===== src/rtl/operand_fetch.sv =====
// rtl/operand_fetch.sv - decode-to-execute operand fetch with bypass, load-use stall and ID/EX register
// Ports: Clk/Rst (async active-low); In* decoder handshake and fields;
//        Rf* register file read port; Ex*/Mem*/Wb* bypass sources;
//        Flush squash; Out* ID/EX register with OutValid/OutReady handshake.
module operand_fetch #(
    parameter int DATA_W = 64,
    parameter int ADDR_W = 5
) (
    input  logic              Clk,
    input  logic              Rst,
    input  logic              InValid,
    output logic              InReady,
    input  logic [ADDR_W-1:0] InRs1Addr,
    input  logic [ADDR_W-1:0] InRs2Addr,
    input  logic              InRs1En,
    input  logic              InRs2En,
    input  logic [ADDR_W-1:0] InRdAddr,
    input  logic              InRdWe,
    input  logic              InIsLoad,
    input  logic [DATA_W-1:0] InPc,
    input  logic [DATA_W-1:0] InImm,
    output logic [ADDR_W-1:0] RfRs1Addr,
    output logic [ADDR_W-1:0] RfRs2Addr,
    output logic              RfRs1En,
    output logic              RfRs2En,
    input  logic [DATA_W-1:0] RfRs1Data,
    input  logic [DATA_W-1:0] RfRs2Data,
    input  logic [ADDR_W-1:0] ExRdAddr,
    input  logic              ExRdWe,
    input  logic              ExIsLoad,
    input  logic [DATA_W-1:0] ExData,
    input  logic [ADDR_W-1:0] MemRdAddr,
    input  logic              MemRdWe,
    input  logic [DATA_W-1:0] MemData,
    input  logic [ADDR_W-1:0] WbRdAddr,
    input  logic              WbRdWe,
    input  logic [DATA_W-1:0] WbData,
    input  logic              Flush,
    output logic              OutValid,
    input  logic              OutReady,
    output logic [DATA_W-1:0] OutRs1Data,
    output logic [DATA_W-1:0] OutRs2Data,
    output logic [ADDR_W-1:0] OutRdAddr,
    output logic              OutRdWe,
    output logic              OutIsLoad,
    output logic [DATA_W-1:0] OutPc,
    output logic [DATA_W-1:0] OutImm
);

    logic              out_valid_q,    out_valid_d;
    logic [DATA_W-1:0] out_rs1_data_q, out_rs1_data_d;
    logic [DATA_W-1:0] out_rs2_data_q, out_rs2_data_d;
    logic [ADDR_W-1:0] out_rd_addr_q,  out_rd_addr_d;
    logic              out_rd_we_q,    out_rd_we_d;
    logic              out_is_load_q,  out_is_load_d;
    logic [DATA_W-1:0] out_pc_q,       out_pc_d;
    logic [DATA_W-1:0] out_imm_q,      out_imm_d;

    logic [DATA_W-1:0] rs1_val;
    logic [DATA_W-1:0] rs2_val;
    logic              hazard;
    logic              free;
    logic              fire;

    // A load in EX has no data yet, so its match is excluded here; the
    // hazard logic stalls the consumer instead. The WB leg covers the
    // register file's synchronous write, which is not yet visible on the
    // asynchronous read port in the same cycle.
    function automatic logic [DATA_W-1:0] resolve(
        input logic              en,
        input logic [ADDR_W-1:0] addr,
        input logic [DATA_W-1:0] rf_data,
        input logic [ADDR_W-1:0] ex_addr,
        input logic              ex_we,
        input logic              ex_load,
        input logic [DATA_W-1:0] ex_data,
        input logic [ADDR_W-1:0] mem_addr,
        input logic              mem_we,
        input logic [DATA_W-1:0] mem_data,
        input logic [ADDR_W-1:0] wb_addr,
        input logic              wb_we,
        input logic [DATA_W-1:0] wb_data
    );
        logic [DATA_W-1:0] val;
        if (!en || addr == '0)
            val = '0;
        else if (ex_we && !ex_load && ex_addr == addr)
            val = ex_data;
        else if (mem_we && mem_addr == addr)
            val = mem_data;
        else if (wb_we && wb_addr == addr)
            val = wb_data;
        else
            val = rf_data;
        return val;
    endfunction

    always_comb begin
        rs1_val = resolve(InRs1En, InRs1Addr, RfRs1Data, ExRdAddr, ExRdWe, ExIsLoad, ExData,
                          MemRdAddr, MemRdWe, MemData, WbRdAddr, WbRdWe, WbData);
        rs2_val = resolve(InRs2En, InRs2Addr, RfRs2Data, ExRdAddr, ExRdWe, ExIsLoad, ExData,
                          MemRdAddr, MemRdWe, MemData, WbRdAddr, WbRdWe, WbData);
    end

    always_comb begin
        hazard  = InValid && ExRdWe && ExIsLoad && (ExRdAddr != '0) &&
                  ((InRs1En && InRs1Addr == ExRdAddr) || (InRs2En && InRs2Addr == ExRdAddr));
        free    = !out_valid_q || OutReady;
        InReady = free && !hazard && !Flush;
        fire    = InValid && InReady;
    end

    assign RfRs1Addr = InRs1Addr;
    assign RfRs2Addr = InRs2Addr;
    assign RfRs1En   = InRs1En && InValid;
    assign RfRs2En   = InRs2En && InValid;

    always_comb begin
        out_valid_d    = out_valid_q;
        out_rs1_data_d = out_rs1_data_q;
        out_rs2_data_d = out_rs2_data_q;
        out_rd_addr_d  = out_rd_addr_q;
        out_rd_we_d    = out_rd_we_q;
        out_is_load_d  = out_is_load_q;
        out_pc_d       = out_pc_q;
        out_imm_d      = out_imm_q;
        if (Flush) begin
            out_valid_d = 1'b0;
        end else if (fire) begin
            out_valid_d    = 1'b1;
            out_rs1_data_d = rs1_val;
            out_rs2_data_d = rs2_val;
            out_rd_addr_d  = InRdAddr;
            out_rd_we_d    = InRdWe;
            out_is_load_d  = InIsLoad;
            out_pc_d       = InPc;
            out_imm_d      = InImm;
        end else if (free) begin
            // Slot drains with nothing acceptable behind it: issue a bubble.
            out_valid_d = 1'b0;
        end
    end

    always_ff @(posedge Clk or negedge Rst) begin
        if (!Rst) begin
            out_valid_q    <= 1'b0;
            out_rs1_data_q <= '0;
            out_rs2_data_q <= '0;
            out_rd_addr_q  <= '0;
            out_rd_we_q    <= 1'b0;
            out_is_load_q  <= 1'b0;
            out_pc_q       <= '0;
            out_imm_q      <= '0;
        end else begin
            out_valid_q    <= out_valid_d;
            out_rs1_data_q <= out_rs1_data_d;
            out_rs2_data_q <= out_rs2_data_d;
            out_rd_addr_q  <= out_rd_addr_d;
            out_rd_we_q    <= out_rd_we_d;
            out_is_load_q  <= out_is_load_d;
            out_pc_q       <= out_pc_d;
            out_imm_q      <= out_imm_d;
        end
    end

    assign OutValid   = out_valid_q;
    assign OutRs1Data = out_rs1_data_q;
    assign OutRs2Data = out_rs2_data_q;
    assign OutRdAddr  = out_rd_addr_q;
    assign OutRdWe    = out_rd_we_q;
    assign OutIsLoad  = out_is_load_q;
    assign OutPc      = out_pc_q;
    assign OutImm     = out_imm_q;

endmodule


===== config.mk =====
export PLATFORM = sky130hd
export DESIGN_NAME = operand_fetch
export DESIGN_NICKNAME = d
export VERILOG_FILES = /design/src/rtl/operand_fetch.sv
export SDC_FILE = /design/constraint.sdc
export NUM_CORES = 1
export LEC_CHECK = 0
export ABC_AREA = 1
export CORE_AREA = 8 8 292 294
export CTS_BUF_LIST = sky130_fd_sc_hd__clkbuf_8
export CTS_CLUSTER_DIAMETER = 40
export DETAILED_ROUTE_END_ITERATION = 16
export DIE_AREA = 0 0 300 302
export PLACE_DENSITY = 0.52
export SYNTH_ARGS = -nofsm -noshare
export SYNTH_HDL_FRONTEND = slang
export SYNTH_SLANG_ARGS = --single-unit

===== constraint.sdc =====
create_clock -name Clk -period 3.1 [get_ports Clk]
set_clock_uncertainty 0.1 [all_clocks]
set_input_delay 0.775 -clock Clk [delete_from_list [all_inputs] [get_ports Clk]]
set_output_delay 0.775 -clock Clk [all_outputs]
set_load 0.05 [all_outputs]

==> results.py <==
metrics = {
    "outcome": {
        "status": "complete, no violations",
    },
    "timing": {
        "slew_headroom_pct": 52.9,
        "fin_crit_sh_pct": 97.1,
        "rsz0062_at_grt": "false",
        "min_period_ns": 3.01,
        "tns_ns": 0,
        "fmaxAchievable_ghz": 0.332,
        "finalSetupViolCount": 0,
        "tightest_slew_ns": 0.705,
        "hold_violations": 0,
        "drv_slew": 0,
    },
    "final_layout": {
        "drive_gt1_share_pct": 9.80,
        "nNetsFinal": 3875,
        "syn_to_final_growth_pct": 73.5,
        "fill_cells": 8760,
        "fin_util_pct": 34.5,
    },
    "clock_network": {
        "clk_pin_slew_worst_paths_ns": 0.05,
        "cts_tree": "yes",
        "cts_setup_buffers": 0,
        "worstSkewPairLatency_ns": 0.65,
        "numCtsBuffers": 69,
        "htree_levels": 3,
        "clockRootBuffer": "clkbuf_8",
        "clock_sinks": 264,
        "clockBufferDepth": 3,
    },
    "worst_setup_path": {
        "crit_type": "in -> out",
        "path_cells": "clkdlybuf4s50_1, buf_4, nand2_1, nand2_1, nor2_2, nand4_1, nand2_1, nand2_2, nand2_2, inv_1, buf_4",
        "reg2reg_slack_ns": 1.33,
        "r2r_cells": 9,
        "crit_buf_inv": 4,
        "critPathMaxStageDelay_ns": 0.45,
        "worstPathMaxFanout": 2,
        "critPathArrivalTime_ns": 2.13,
        "r2r_start": "OutValid",
        "crit_path_top_delay_cell": "clkdlybuf4s50_1",
        "cp_top_family": "buffers and inverters",
        "required_ns": 2.22,
        "timing.rr.end": "OutRs2Data[16]",
        "cp-start-kind": "primary input",
        "cp-end-kind": "output pin",
        "cp_common_cell": "nand2_1",
    },
    "global_route": {
        "grt_start_max_net_pins": 72,
        "grt_pass1_wl_um": 129000,
        "grt-ovfl-total": 0,
        "grt_pass1_vias": 19475,
        "grt_usage_pct": 18.8,
        "antenna_found_initial": 21,
    },
    "routing": {
        "ant_nets": 0,
        "drt_wl_total_um": 89400,
        "wire_per_inst_um": 19.8,
        "dr.pass1.iters": 5,
        "route.detailed.drc": 0,
        "vias": 19072,
        "viasPerCell": 4.22,
        "drt_iter0_drc": 1225,
    },
    "power_and_ir_drop": {
        "ir_worst_vdd_v": 0.000268,
        "power_density_nw_per_um2": 511,
        "leakagePower_nw": 14.4,
    },
    "hold_path": {
        "worstHoldPathCells": 2,
        "hold_path.startpoint": "OutRs2Data[8]",
        "worstHoldEndpoint": "OutRs2Data[8]",
        "hold_path.class": "reg -> reg",
    },
    "yosys": {
        "synthSimpleGateAreaFrac_pct": 34.9,
        "synth_top_area_share_pct": 41.1,
        "synthTopCellsByArea": "dfrtp_1, nand2_1, inv_1, nor2_1, nand3_1",
        "synth_mux_area_share_pct": 0,
        "synth_top_family_by_area": "simple AND/OR/NAND/NOR gates",
        "ys_types": 22,
        "yosysSeqAreaShare_pct": 41.1,
        "synth-xor-area-share_pct": 0.218,
        "synth.avg_cell_area_sq_um": 6.38,
        "netlist_area_sq_um": 16100,
        "syn_nets": 3012,
        "synth_top_area_cell": "dfrtp_1",
        "synth_compound_area_share_pct": 8.46,
        "synthArstFlopShare_pct": 100,
        "ys.flop_type": "dfrtp_1",
        "synth_fa_ha_area_share_pct": 0,
        "synth-seq-cells": 264,
        "synth_edf_count": 0,
        "ys_warn_count": 0,
        "syn_inst": 2521,
    },
    "die": {
        "rows": 105,
        "die_w_um": 300,
        "core_region_area_sq_um": 80900,
        "initial_utilization_pct": 19.9,
        "die_h_um": 302,
        "die-area_sq_um": 90600,
        "ios": 768,
    },
    "place": {
        "port_buffers": 767,
        "post-dp-hpwl_um": 71300,
        "gp_congestion": 0.888,
    },
    "flow_run": {
        "cap_violations": 0,
    },
}
-- worst max path at each step --
stage	start	endpoint	cells after the start
floorplan	ExRdAddr[2]	InReady	7
global placement	ExRdAddr[2]	OutRs1Data[40]	14
detailed placement	InRs1Addr[0]	OutRs1Data[40]	13
CTS	InRs1Addr[0]	InReady	11
global route	ExRdAddr[1]	InReady	11
finish	ExRdAddr[1]	InReady	11
-- worst register-to-register path, delay by kind of cell (launching register included) --
kind | cells | cell delay (ns)
AOI/OAI and AO/OA | 1 | 0.16
buffers and inverters | 4 | 0.73
DFF | 1 | 0.39
and+or+nand+nor | 4 | 0.31
-- kinds of logic after synthesis --
| group | after synthesis |
|---|---|
| compound gates | 272 |
| simple gates | 1396 |
| buf+inv | 585 |
| xor+xnor | 4 |
| flops | 264 |
-- layout by cell type, fill, tap and decap left out, drive strengths merged, types with 3 or more instances in the layout --
cell type and instances:
bufinv 5, nand4 5, nand3 264, clkdlybuf4s50 740
clkinv 19, clkinvlp 3, o21ai 141, buf 199
diode 8, a21oi 131, inv 446, dfrtp 264
dlymetal6s2s 10, nor2 405, nand2 721, clkbuf 77
-- synthesized netlist by cell type (9+ instances only) --
library cell,instances
nor2_1,401
inv_2,9
buf_1,14
o21ai_0,140
nand3_1,263
clkbuf_1,54
dfrtp_1,264
nand2_1,719
buf_6,15
buf_2,53
inv_1,416
buf_4,24
a21oi_1,131
-- timing repair --
item	CTS	global route
endpoints found under the hold margin	45	0
hold buffers	1	0
gates resized for setup	2	16
pin swaps	0	1
setup endpoints to repair	1	1
-- area by class of cell --
class,count,area [sq um],share of cell area (%)
flip-flops and latches,264,6610,23.7
inverters,425,1600,5.72
well taps,1070,1340,4.80
diodes,8,20.0,0.0717
multi-input cells,1672,7110,25.5
clock inverters,48,425,1.52
repair buffers,952,9750,34.9
clock buffers,77,1060,3.80
-- per-stage QoR --
step	setup slack [ns]	hold slack (ns)	instance area [sq um]	total power, mW	instances
after global routing	0.00829	0.389	27900	15.0	4513
after global placement	-0.150	0.362	26400	9.57	4382
after detailed placement	-0.126	0.365	26400	9.58	4382
after CTS	0.0143	0.379	27800	14.5	4508
after floorplan	0.603	0.379	16100	6.99	2521
final	0.0905	0.376	27900	14.3	4516
-- where the power goes --
part,switching (mW),internal (mW)
clock network,2.01,2.76
registers,0.310,3.95
logic,3.30,1.94
-- per-layer routing --
layer	routed length [um]	GRT usage, %	up-vias
met3	7770	6.06	155
met2	43500	32.5	792
li1	-	-	9358
met5	113	0	-
met4	2330	5.59	18
met1	35700	22.2	8749
-- flip-flops by register name (all words and copies together) (netlist names) --
| register | flops |
|---|---|
| OutImm | 64 |
| OutPc | 64 |
| OutRs1Data | 64 |
| OutRs2Data | 64 |
| OutRdAddr | 5 |
| OutIsLoad | 1 |
| OutRdWe | 1 |
| OutValid | 1 |
(Power assumes the default switching activity.)
